**config.mk**
```make
export PLATFORM = sky130hd
export DESIGN_NAME = uart_rx_loader
export DESIGN_NICKNAME = d
export VERILOG_FILES = /design/src/rtl/uart_rx_loader.sv
export SDC_FILE = /design/constraint.sdc
export NUM_CORES = 1
export LEC_CHECK = 0
export BUFFER_PORTS_ARGS = -buffer_cell sky130_fd_sc_hd__buf_2
export CAP_MARGIN = 0
export CORE_ASPECT_RATIO = 0.5
export CORE_UTILIZATION = 58
export DETAILED_ROUTE_END_ITERATION = 10
export HOLD_SLACK_MARGIN = 0.12
export PLACE_DENSITY = 0.83
export SETUP_SLACK_MARGIN = 0.1
export SLEW_MARGIN = 20
export SYNTH_ARGS = -nofsm -noshare
export SYNTH_HDL_FRONTEND = slang
export SYNTH_SLANG_ARGS = --single-unit
```
**constraint.sdc**
```tcl
create_clock -name clk -period 6.26 [get_ports clk]
set_input_delay 1.252 -clock clk [delete_from_list [all_inputs] [get_ports clk]]
set_output_delay 1.252 -clock clk [all_outputs]
set_load 0.1 [all_outputs]
```
**src/rtl/uart_rx_loader.sv**
```systemverilog
// UART 8N1 receiver with a framed memory-preload parser (0xA5, N, 4N payload bytes -> N words).
// Define LOADER_CHECKSUM_EN to expect a trailing XOR checksum byte and expose chk_err.
module uart_rx_loader #(
  parameter int CLK_HZ = 100000000,
  parameter int BAUD   = 115200,
  parameter int ADDR_W = 8
) (
  input  logic              clk,
  input  logic              reset,
  input  logic              rx_pin_in,
  input  logic              enable,
  output logic [7:0]        rx_byte,
  output logic              rx_valid,
  output logic              frame_err,
  output logic              wr_en,
  output logic [ADDR_W-1:0] wr_addr,
  output logic [31:0]       wr_data,
  output logic              busy,
`ifdef LOADER_CHECKSUM_EN
  output logic              chk_err,
`endif
  output logic              done
);

  localparam int DIV_RAW = CLK_HZ / (BAUD * 16);
  localparam int DIV     = (DIV_RAW < 1) ? 1 : DIV_RAW;
  localparam int CW      = $clog2(DIV + 1);

  typedef enum logic [1:0] {RX_IDLE, RX_START, RX_DATA, RX_STOP} rx_state_t;
  typedef enum logic [2:0] {P_IDLE, P_LEN, P_DATA, P_FIN, P_CHK} p_state_t;

  rx_state_t   rx_st;
  p_state_t    p_st;
  logic [1:0]  sync;
  logic        rx_s, rx_prev, tick;
  logic [CW-1:0] tcnt;
  logic [3:0]  os;
  logic [2:0]  bit_idx;
  logic [7:0]  shreg;

  logic [ADDR_W-1:0] n_words, word_cnt, addr;
  logic [1:0]        idx;
  logic [23:0]       word;
`ifdef LOADER_CHECKSUM_EN
  logic [7:0]        csum;
`endif

  assign rx_s = sync[1];
  assign tick = (tcnt == CW'(DIV - 1));
  assign busy = (p_st != P_IDLE);

  // Byte receiver: oversampled at 16x, start bit re-checked at mid-bit to reject glitches.
  always_ff @(posedge clk or posedge reset) begin
    if (reset) begin
      sync      <= 2'b11;
      rx_prev   <= 1'b1;
      tcnt      <= '0;
      os        <= '0;
      bit_idx   <= '0;
      shreg     <= '0;
      rx_byte   <= '0;
      rx_valid  <= 1'b0;
      frame_err <= 1'b0;
      rx_st     <= RX_IDLE;
    end else begin
      sync      <= {sync[0], rx_pin_in};
      rx_prev   <= rx_s;
      rx_valid  <= 1'b0;
      frame_err <= 1'b0;
      tcnt      <= tick ? '0 : tcnt + 1'b1;
      case (rx_st)
        RX_IDLE: if (rx_prev && !rx_s) begin
          tcnt  <= '0;
          os    <= '0;
          rx_st <= RX_START;
        end
        RX_START: if (tick) begin
          if (os == 4'd7) begin
            os      <= '0;
            bit_idx <= '0;
            rx_st   <= rx_s ? RX_IDLE : RX_DATA;
          end else os <= os + 1'b1;
        end
        RX_DATA: if (tick) begin
          if (os == 4'd15) begin
            os      <= '0;
            shreg   <= {rx_s, shreg[7:1]};
            bit_idx <= bit_idx + 1'b1;
            if (bit_idx == 3'd7) rx_st <= RX_STOP;
          end else os <= os + 1'b1;
        end
        RX_STOP: if (tick) begin
          if (os == 4'd15) begin
            os <= '0;
            if (rx_s) begin
              rx_byte  <= shreg;
              rx_valid <= 1'b1;
            end else frame_err <= 1'b1;
            rx_st <= RX_IDLE;
          end else os <= os + 1'b1;
        end
        default: rx_st <= RX_IDLE;
      endcase
    end
  end

  // Packet parser; a framing error or dropped enable abandons the packet without a done.
  always_ff @(posedge clk or posedge reset) begin
    if (reset) begin
      p_st     <= P_IDLE;
      n_words  <= '0;
      word_cnt <= '0;
      addr     <= '0;
      idx      <= '0;
      word     <= '0;
      wr_en    <= 1'b0;
      wr_addr  <= '0;
      wr_data  <= '0;
      done     <= 1'b0;
`ifdef LOADER_CHECKSUM_EN
      csum     <= '0;
      chk_err  <= 1'b0;
`endif
    end else begin
      wr_en <= 1'b0;
      done  <= 1'b0;
`ifdef LOADER_CHECKSUM_EN
      chk_err <= 1'b0;
`endif
      if (!enable || frame_err) p_st <= P_IDLE;
      else begin
        case (p_st)
          P_IDLE: if (rx_valid && rx_byte == 8'hA5) p_st <= P_LEN;
          P_LEN: if (rx_valid) begin
            n_words  <= ADDR_W'(rx_byte);
            addr     <= '0;
            idx      <= '0;
            word_cnt <= '0;
`ifdef LOADER_CHECKSUM_EN
            csum     <= '0;
`endif
            if (ADDR_W'(rx_byte) == '0) begin
              done <= 1'b1;
              p_st <= P_IDLE;
            end else p_st <= P_DATA;
          end
          P_DATA: if (rx_valid) begin
            idx <= idx + 1'b1;
`ifdef LOADER_CHECKSUM_EN
            csum <= csum ^ rx_byte;
`endif
            case (idx)
              2'd0: word[7:0]   <= rx_byte;
              2'd1: word[15:8]  <= rx_byte;
              2'd2: word[23:16] <= rx_byte;
              default: begin
                wr_data  <= {rx_byte, word};
                wr_addr  <= addr;
                wr_en    <= 1'b1;
                addr     <= addr + 1'b1;
                word_cnt <= word_cnt + 1'b1;
`ifdef LOADER_CHECKSUM_EN
                if (word_cnt == n_words - 1'b1) p_st <= P_CHK;
`else
                if (word_cnt == n_words - 1'b1) p_st <= P_FIN;
`endif
              end
            endcase
          end
          P_FIN: begin
            done <= 1'b1;
            p_st <= P_IDLE;
          end
`ifdef LOADER_CHECKSUM_EN
          P_CHK: if (rx_valid) begin
            if (rx_byte == csum) done <= 1'b1;
            else chk_err <= 1'b1;
            p_st <= P_IDLE;
          end
`endif
          default: p_st <= P_IDLE;
        endcase
      end
    end
  end

endmodule

```
==> parameters.txt <==
Parameter                              Value

Synth
  Warning count from the yosys run ... 0
  Cell count after synthesis ... 517
  Number of enable flip-flop cells after synthesis ... 0
  Seq cells post-synth ... 130
  Share of synthesized area occupied by flip-flops and latches ... 0.579
  Top area cells in the synthesized netlist ... sky130_fd_sc_hd__dfrtp_1, sky130_fd_sc_hd__nand2_1, sky130_fd_sc_hd__mux2_2, sky130_fd_sc_hd__ha_1, sky130_fd_sc_hd__xnor2_1
  Post-Syn Nets ... 533
  Cell area after synthesis ... 0.00563 sq mm
  Fraction of post-synthesis cell area in the top cell type by area ... 0.565
  Cell type contributing the most total cell area after synthesis ... sky130_fd_sc_hd__dfrtp_1
  Dominant synthesized flop cell ... sky130_fd_sc_hd__dfrtp_1
  Syn avg cell area ... 10.9 sq um
  Count of cell types in the netlist ... 43
  Synth async-reset ratio ... 1.00

Clock tree
  Number of buffers inserted during clock tree synthesis ... 17
  Hold buffer count at cts ... 0
  CTS clk-pin slew, worst paths ... 0.06 ns
  Number of buffers on the longest clock path ... 2
  Insertion delay of the later-clocked pin in the worst-skew pair ... 0.42 ns
  Clock H-tree levels ... 4
  Number of post-CTS setup repair buffers ... 0
  Post-cts resize count ... 0
  Cell chosen for the clock root ... sky130_fd_sc_hd__clkbuf_16
  Sinks on the clock net ... 130
  TritonCTS clock tree ... built

Detailed routing
  Initial DRC count ... 243
  Vias per inst ... 5.47
  Drc violations ... 0
  Number of nets with antenna violations after routing ... 0
  DR pass1 iterations ... 4
  Vias after detailed routing ... 3931
  Drt total wl ... 11.7 mm
  Routed WL per cell ... 16.3 um

Power and ir drop
  Internal portion of total power ... 1440 uW
  Pwr/cell area ... 288 mW/mm^2
  Combinational power share ... 0.047
  Portion of total power attributed to sequential cells ... 0.477
  Max VDD drop ... 0.207 mV
  Leak pwr ... 0.00355 uW
  Clock group share of total power ... 0.476
  Switching share of power ... 0.238
  Reported net switching power ... 449 uW

Setup path
  Critical path peak fanout ... 9
  CP max stage cell ... sky130_fd_sc_hd__dfrtp_1
  Required arrival time at the worst endpoint ... 5.01 ns
  Number of buffer and inverter stages on the critical path ... 1
  Kind of critical path ... reg2out
  Kind of cell adding the most delay to the critical path ... flip-flops
  Arrival time of data at the critical path endpoint ... 1.60 ns
  Ordered list of cells on the worst path ... buf_2
  Worst Setup Start Kind ... register
  Kind of end point of the critical path ... output port
  Delay of the slowest cell on the worst path ... 0.65 ns

Finish
  Area growth syn-to-layout ... 16.4%
  Antenna fix cells ... 0
  Total non-filler cell area in the finished layout ... 0.00655 sq mm
  Most common cell after layout, fill and taps aside ... sky130_fd_sc_hd__nand2_1
  Leading cell types in the layout, fill and taps excluded ... sky130_fd_sc_hd__nand2_1, sky130_fd_sc_hd__dfrtp_1, sky130_fd_sc_hd__buf_2
  Fraction of layout cells with a size suffix above 1 ... 0.256
  Layout net count ... 593

Global route
  Vias in the first global route ... 3939
  Global router's overall resource usage ... 0.262
  Grt ovf ... 0
  Wire length of the first global-routing pass ... 19.8 mm
  Number of antenna violations at the first check in global routing ... 0
  Largest net degree at the start of global routing ... 83

Floorplan
  Row count ... 24
  Die extent in y ... 71.6 um
  Total die area ... 0.0101 sq mm
  IO Pins ... 57
  Placeable core area ... 0.00904 sq mm
  Die Wd ... 141 um
  Starting Density ... 0.622

Placement
  Cell area after placement ... 0.00601 sq mm
  I/O Buffers ... 56
  Final estimated routing congestion in global placement ... 0.780
  HPWL Detailed ... 6.96 mm

STA
  Hold Violations, Final ... 0
  Final setup skew ... 0.0105 ns
  Unrepaired setup endpoints after global routing ... false
  Post-route worst hold slack ... 0.356 ns
  Max transition margin ... 0.429
  Clock period minus worst slack ... 2.85 ns
  Least-Margin Pin Slew ... 0.857 ns
  Achievable clock frequency ... 351 MHz
  Total negative slack ... 0 ns
  Final worst-path cycle share ... 0.456
  Final setup violation count ... 0
  Total count of max-transition violations in the final report ... 0

Worst hold path
  Worst hold path class ... reg2reg

Status
  Result of the run ... finished, final reports clean

Run
  Max-cap check violation count ... 0
## logic make-up (layout without fill, tap and decap cells)
logic type	after synthesis	after routing	synth area share
AND/OR/NAND/NOR	234	234	0.189
XOR/XNOR	28	28	0.0436
buffers and inverters	28	100	0.0222
flip-flops	130	130	0.579
adder cells (fa/ha/maj)	12	12	0.0267
multiplexers	48	48	0.0959
AO/OA/AOI/OAI	37	37	0.0434
## cells in the mapped netlist (2+ instances only)
cell,number
sky130_fd_sc_hd__a21o_1,2
sky130_fd_sc_hd__a21oi_1,4
sky130_fd_sc_hd__a22o_1,7
sky130_fd_sc_hd__a31oi_1,3
sky130_fd_sc_hd__and3_1,2
sky130_fd_sc_hd__and4_1,3
sky130_fd_sc_hd__buf_2,10
sky130_fd_sc_hd__clkbuf_1,7
sky130_fd_sc_hd__dfrtp_1,127
sky130_fd_sc_hd__dfstp_2,3
sky130_fd_sc_hd__ha_1,12
sky130_fd_sc_hd__inv_1,9
sky130_fd_sc_hd__mux2_2,47
sky130_fd_sc_hd__nand2_1,148
sky130_fd_sc_hd__nand2b_1,6
sky130_fd_sc_hd__nand3_1,8
sky130_fd_sc_hd__nand3b_1,6
sky130_fd_sc_hd__nand4_1,6
sky130_fd_sc_hd__nor2_1,32
sky130_fd_sc_hd__nor2_8,2
sky130_fd_sc_hd__nor2b_1,4
sky130_fd_sc_hd__nor3_1,4
sky130_fd_sc_hd__nor3b_1,2
sky130_fd_sc_hd__nor4_1,4
sky130_fd_sc_hd__o21ai_0,15
sky130_fd_sc_hd__xnor2_1,14
sky130_fd_sc_hd__xor2_1,14
## sequential cells by signal, summed over array words and instances, names as in the netlist, 2 cells and up, named ones only
register	count
os	4
addr	8
wr_addr	8
sync	2
word	24
p_st	2
rx_byte	8
shreg	8
n_words	8
word_cnt	8
idx	2
bit_idx	3
tcnt	6
wr_data	32
## metal layers
layer	routed length [um]	share of wire	track usage
met1	5150	0.44	0.333
met2	5730	0.49	0.421
met3	524	0.045	0.0709
met4	319	0.027	0.133
met5	0	0	0
## worst paths after layout
kind                            startpoint          end  slack [ns]  cells past startpoint
worst max-delay path            rx_byte[7]   rx_byte[7]        3.41                      1
worst min-delay path               sync[0]      sync[1]        0.36                      0
worst max register to register      idx[0]      addr[7]        3.92                      7
worst min register to register     sync[0]      sync[1]        0.36                      0
max in group asynchronous            reset  wr_data[30]        4.20                      3
min in group asynchronous            reset  wr_data[19]        0.96                      2
## per-stage QoR
| stage | cells | power, uW | setup WS [ns] | utilization |
|---|---|---|---|---|
| after floorplan | 517 | 982 | 1.54 | - |
| after detailed placement | 688 | 1000 | 3.21 | 0.664 |
| after global placement | 688 | 998 | 3.29 | 0.664 |
| after global routing | 719 | 1950 | 3.38 | 0.725 |
| final | 719 | 1890 | 3.41 | 0.725 |
| after CTS | 719 | 1890 | 3.43 | 0.724 |
## power by group through the flow
stage          Sequential [uW]  Clock, uW  Combinational [uW]
2_1_floorplan              902          0                80.3
3_3_place_gp               912          0                86.7
3_5_place_dp               913          0                90.8
4_1_cts                    898        901                91.8
5_1_grt                    903        944                 104
6_report                   899        897                89.2
## area by class of cell
class / count / area (sq um)
Fill cell: 613 / 2490
Inverter: 10 / 42.5
Multi-Input combinational cell: 359 / 2240
Clock buffer: 21 / 480
Sequential cell: 130 / 3260
Clock inverter: 10 / 60.1
Tap cell: 130 / 163
Timing Repair Buffer: 59 / 303
No activity file was read; power rests on OpenSTA's default activity.
